## src/rtl/program_loader.sv

```systemverilog
// Host-side loader: parses a UART byte stream (4-byte big-endian word-count
// header + 4*N program bytes) into an input_start/valid/end frame for inst_fetch.
module program_loader #(
   parameter int INST_MEM_WIDTH = 2,
   parameter int END_GAP        = 2
) (
   input  logic       CLK,
   input  logic       reset,
   input  logic [7:0] rx_data,
   input  logic       rx_valid,
   output logic       input_start,
   output logic [7:0] input_data,
   output logic       input_valid,
   output logic       input_end,
   output logic       busy,
   output logic       done,
   output logic       error
);

   localparam logic [1:0] S_IDLE = 2'd0;
   localparam logic [1:0] S_HDR  = 2'd1;
   localparam logic [1:0] S_DATA = 2'd2;
   localparam logic [1:0] S_GAP  = 2'd3;

   localparam int CW   = INST_MEM_WIDTH + 3;
   localparam int MAXW = 2 ** INST_MEM_WIDTH;
   localparam int GW   = $clog2(END_GAP + 1);

   logic [1:0]    state;
   logic [23:0]   hdr;
   logic [1:0]    hdr_cnt;
   logic [CW-1:0] byte_cnt;
   logic [GW-1:0] gap_cnt;
   logic [31:0]   word_cnt;
   logic          hdr_bad;

   // The first three header bytes sit in hdr; the fourth is still on rx_data.
   assign word_cnt = {hdr, rx_data};
   assign hdr_bad  = (word_cnt == 32'd0) || (word_cnt > 32'(MAXW));

   always_ff @(posedge CLK) begin
      if (reset) begin
         state       <= S_IDLE;
         hdr         <= '0;
         hdr_cnt     <= '0;
         byte_cnt    <= '0;
         gap_cnt     <= '0;
         input_start <= 1'b0;
         input_data  <= 8'h00;
         input_valid <= 1'b0;
         input_end   <= 1'b0;
         busy        <= 1'b0;
         done        <= 1'b0;
         error       <= 1'b0;
      end else begin
         // NOTE: pulse outputs default low here so each branch only raises them;
         // later non-blocking assignments in the same cycle take precedence.
         input_start <= 1'b0;
         input_valid <= 1'b0;
         input_end   <= 1'b0;
         error       <= 1'b0;

         case (state)
            S_IDLE: begin
               busy <= 1'b0;
               if (rx_valid) begin
                  hdr     <= {16'h0000, rx_data};
                  hdr_cnt <= 2'd1;
                  done    <= 1'b0;
                  state   <= S_HDR;
               end
            end

            S_HDR: begin
               if (rx_valid) begin
                  hdr     <= {hdr[15:0], rx_data};
                  hdr_cnt <= hdr_cnt + 2'd1;
                  if (hdr_cnt == 2'd3) begin
                     if (hdr_bad) begin
                        error <= 1'b1;
                        state <= S_IDLE;
                     end else begin
                        input_start <= 1'b1;
                        busy        <= 1'b1;
                        byte_cnt    <= {word_cnt[INST_MEM_WIDTH:0], 2'b00};
                        state       <= S_DATA;
                     end
                  end
               end
            end

            S_DATA: begin
               if (rx_valid) begin
                  input_valid <= 1'b1;
                  input_data  <= rx_data;
                  byte_cnt    <= byte_cnt - CW'(1);
                  if (byte_cnt == CW'(1)) begin
                     gap_cnt <= GW'(END_GAP);
                     state   <= S_GAP;
                  end
               end
            end

            S_GAP: begin
               // Bytes arriving here are deliberately ignored.
               if (gap_cnt == GW'(1)) begin
                  input_end <= 1'b1;
                  done      <= 1'b1;
                  state     <= S_IDLE;
               end else begin
                  gap_cnt <= gap_cnt - GW'(1);
               end
            end

            default: state <= S_IDLE;
         endcase
      end
   end

endmodule

```

## config.mk

```make
export PLATFORM = sky130hd
export DESIGN_NAME = program_loader
export DESIGN_NICKNAME = d
export VERILOG_FILES = /design/src/rtl/program_loader.sv
export SDC_FILE = /design/constraint.sdc
export NUM_CORES = 1
export LEC_CHECK = 0
export ABC_AREA = 0
export BUFFER_PORTS_ARGS = -buffer_cell sky130_fd_sc_hd__buf_2
export CELL_PAD_IN_SITES_DETAIL_PLACEMENT = 0
export CELL_PAD_IN_SITES_GLOBAL_PLACEMENT = 1
export CORE_MARGIN = 1.5
export CORE_UTILIZATION = 42
export CTS_CLUSTER_DIAMETER = 30
export DETAILED_ROUTE_END_ITERATION = 10
export PLACE_DENSITY_LB_ADDON = 0.1
export SLEW_MARGIN = 15
export SYNTH_ARGS = -nofsm -noshare
export SYNTH_HDL_FRONTEND = slang
export SYNTH_SLANG_ARGS = --single-unit
```

## constraint.sdc

```tcl
create_clock -name CLK -period 2.2 [get_ports CLK]
set_input_delay 0.44 -clock CLK [delete_from_list [all_inputs] [get_ports CLK]]
set_output_delay 0.44 -clock CLK [all_outputs]
set_load 0.01 [all_outputs]
```

==> reports/qor.yml <==
logic_synthesis:
  synth_area_leaders: "dfxtp_1 (48%), nand2_1 (11%), a21oi_1 (9.0%)"
  ys_seq_area_frac: 0.4786
  synth_area_um2: 2049
  syn_area_per_cell_um2: 8.101
  ys_types: 35
  ys_ff_latch: 49
  netlist.area_leader.share: 0.4786
  yosysWarningCount: 0
  ys_async_sr_fraction: 0
  yosysTopAreaCell: "dfxtp_1"
  synth_fp_nets: 268
  ys.flop_type: "dfxtp_1"
  synth_edf_count: 0
  netlist_instances: 253
critical_path:
  cp_num_buf_inv: 1
  worstPathMaxFanout: 8
  cp_slowest_stage_delay_ps: 350
  crit_type: "flip-flop to flip-flop"
  worstSetupStartpointType: "flip-flop"
  worst_setup_path_end_kind: "flip-flop"
  critical_path.slowest_cell: "dfxtp_1"
  cp_data_arrival_time_ps: 2070
  critPathTopFamily: "simple AND/OR/NAND/NOR gates"
  required_ps: 2420
  r2r_setup_slack_ps: 340
  cp_cell_sequence: "nor4_1, nand4_1, nor4_4, buf_4, nor2_2, o32ai_2"
pwr:
  power_frac_clock: 0.344
  p_seq_frac: 0.591
  p_comb_frac: 0.065
  p_leak_nw: 0.8556
  power_density_nw_per_um2: 665.4
  intPower_mw: 1.162
  vdd_ir_drop_max_uv: 321.6
  switching_share: 0.2503
  power_switching_uw: 387.8
placement:
  dp_hpwl_mm: 2.926
  gp_congestion: 0.7148
  dpl_cell_area_um2: 2242
  numPortBuffers: 24
  dp_cells: 332
detailed_routing:
  routedWlPerCell_um: 13.04
  routed_wl_mm: 4.432
  postRouteAntennaNets: 0
  num_vias: 1724
  via_per_inst: 5.071
  drt-pass1-iter-count: 4
  drtIter0Drc: 104
  drc_errors: 0
timing:
  timing.hold.ws_ps: 395.9
  hold_viol_final: 0
  rsz0062_at_grt: "no"
  fmax_ghz: 0.5387
  fin_crit_ps: 1856
  maxSlewHeadroom: 0.6732
  worst_pin_slew_ps: 490.1
  fin_setup_tns_ps: 0
  post-route-period-util: 0.8438
  skew_ps: 9.427
  slew_viol_final: 0
  setup_viol: 0
die:
  initial_core_util: 0.4339
  core-area_um2: 4723
  pin_count: 25
  rows: 25
  die_h_um: 72.86
  die_area_um2: 5308
  die_x_um: 72.86
cts:
  hold_buffers: 0
  clk_latency_ps: 310
  htreeDepth: 2
  clock_sinks: 49
  cts_resized: 0
  numCtsBuffers: 5
  post_cts_buffers: 0
  clk_pin_slew_worst_paths_ps: 90
  cts_tree: "built"
  clockBufferDepth: 2
  root_buffer: "clkbuf_8"
cells_and_area:
  final.fill_count: 507
  drive_above_1_share: 0.1685
  syn2layout_area_growth_pct: 13.61
  fin_area_um2: 2328
  diodes: 0
  final_util: 0.4930
  final_cells: 340
  multi_input_area_um2: 988.4
  fin_nets: 287
  seq_area_um2: 980.9
job:
  cap_viol_max_count: 0
global_route:
  grt_usage: 0.1819
  grt_pass1_vias: 1579
  grt_pass1_wl_mm: 7.534
  grt_overflow: 0
  grt_max_degree: 31
  antenna_found_initial: 0
outcome:
  outcome: "complete, no violations"
min_path:
  worstHoldPathType: "primary input to flip-flop"
[cells by family after synthesis]
| logic type | count (synthesis) | share of synthesized area |
|---|---|---|
| compound gates | 51 | 0.1465 |
| fa+ha+maj | 4 | 0.02442 |
| simple gates | 127 | 0.3059 |
| xor+xnor | 1 | 0.004274 |
| buf+inv | 21 | 0.04029 |
| flops | 49 | 0.4786 |
[worst register-to-register path, cell delays in order, from the launching register on]
cell	delay [ps]
dfxtp_1	350
nor4_1	340
nand4_1	270
nor4_4	310
buf_4	200
nor2_2	60
o32ai_2	250
[cells in the mapped netlist (all sizes together) (3+ instances only)]
cell type / count
nor2: 13
o21ai: 3
nor3: 8
a21oi: 37
buf: 3
nor4: 7
clkbuf: 15
nand3: 21
inv: 3
nand4: 3
dfxtp: 49
nand2b: 3
ha: 4
nor3b: 4
nand2: 60
[flip-flops by register name (all words and copies together), names as in the netlist, named ones only]
signal,flops
byte_cnt,5
done,1
input_start,1
input_data,8
input_end,1
error,1
state,1
hdr,24
hdr_cnt,2
gap_cnt,2
busy,1
input_valid,1
[final timing paths]
path                                    from                    endpoint  cells past startpoint
setup reg to reg        hdr[15]$_SDFFE_PP0P_    byte_cnt[2]$_SDFFE_PP0P_                      6
hold / removal                    rx_data[3]  input_data[3]$_SDFFE_PP0P_                      3
setup / recovery        hdr[15]$_SDFFE_PP0P_    byte_cnt[2]$_SDFFE_PP0P_                      6
hold reg to reg   input_data[4]$_SDFFE_PP0P_  input_data[4]$_SDFFE_PP0P_                      2
[power by group through the flow]
stage | clock network (mW) | logic, mW | registers, mW
3_5_place_dp | 0 | 0.101 | 0.937
6_report | 0.534 | 0.100 | 0.916
5_1_grt | 0.586 | 0.111 | 0.919
4_1_cts | 0.551 | 0.101 | 0.916
3_3_place_gp | 0 | 0.101 | 0.936
2_1_floorplan | 0 | 0.0679 | 0.929
[stage by stage]
stage	total power, mW	worst slack, ps
floorplan	0.9972	488.6
detailed placement	1.037	185.0
CTS	1.568	352.3
global placement	1.037	230.7
finish	1.549	343.7
global route	1.616	156.0
[layer usage]
layer  part of all wire  global-route usage  wire length [um]
met1               0.54              0.2601              2405
met2               0.41              0.2650              1812
met3              0.037             0.05110               162
met4              0.012             0.05660                51
met5                  0                   0                 0
[cell type report]
class | count | share of cell area
Tap cell | 67 | 0.03600
Clock inverter | 2 | 0.005911
Inverter | 3 | 0.004836
Timing Repair Buffer | 30 | 0.07630
Multi-Input combinational cell | 183 | 0.4245
Sequential cell | 49 | 0.4213
Clock buffer | 6 | 0.03117
[cell usage in the layout (no fill, tap or decap), types with 2 or more instances in the layout]
| master | n |
|---|---|
| buf_4 | 5 |
| o21ai_0 | 3 |
| nor4_1 | 3 |
| clkbuf_8 | 5 |
| a22oi_1 | 2 |
| nand2b_1 | 3 |
| nor3b_1 | 4 |
| nand3_1 | 21 |
| nand3b_1 | 2 |
| nand2_1 | 60 |
| ha_1 | 4 |
| inv_1 | 3 |
| dfxtp_1 | 49 |
| nor3_1 | 8 |
| nor4_2 | 3 |
| a21oi_1 | 37 |
| buf_2 | 24 |
| nor2_1 | 12 |
| nand4_1 | 3 |
Note: power is estimated with default switching activity, not from simulation.
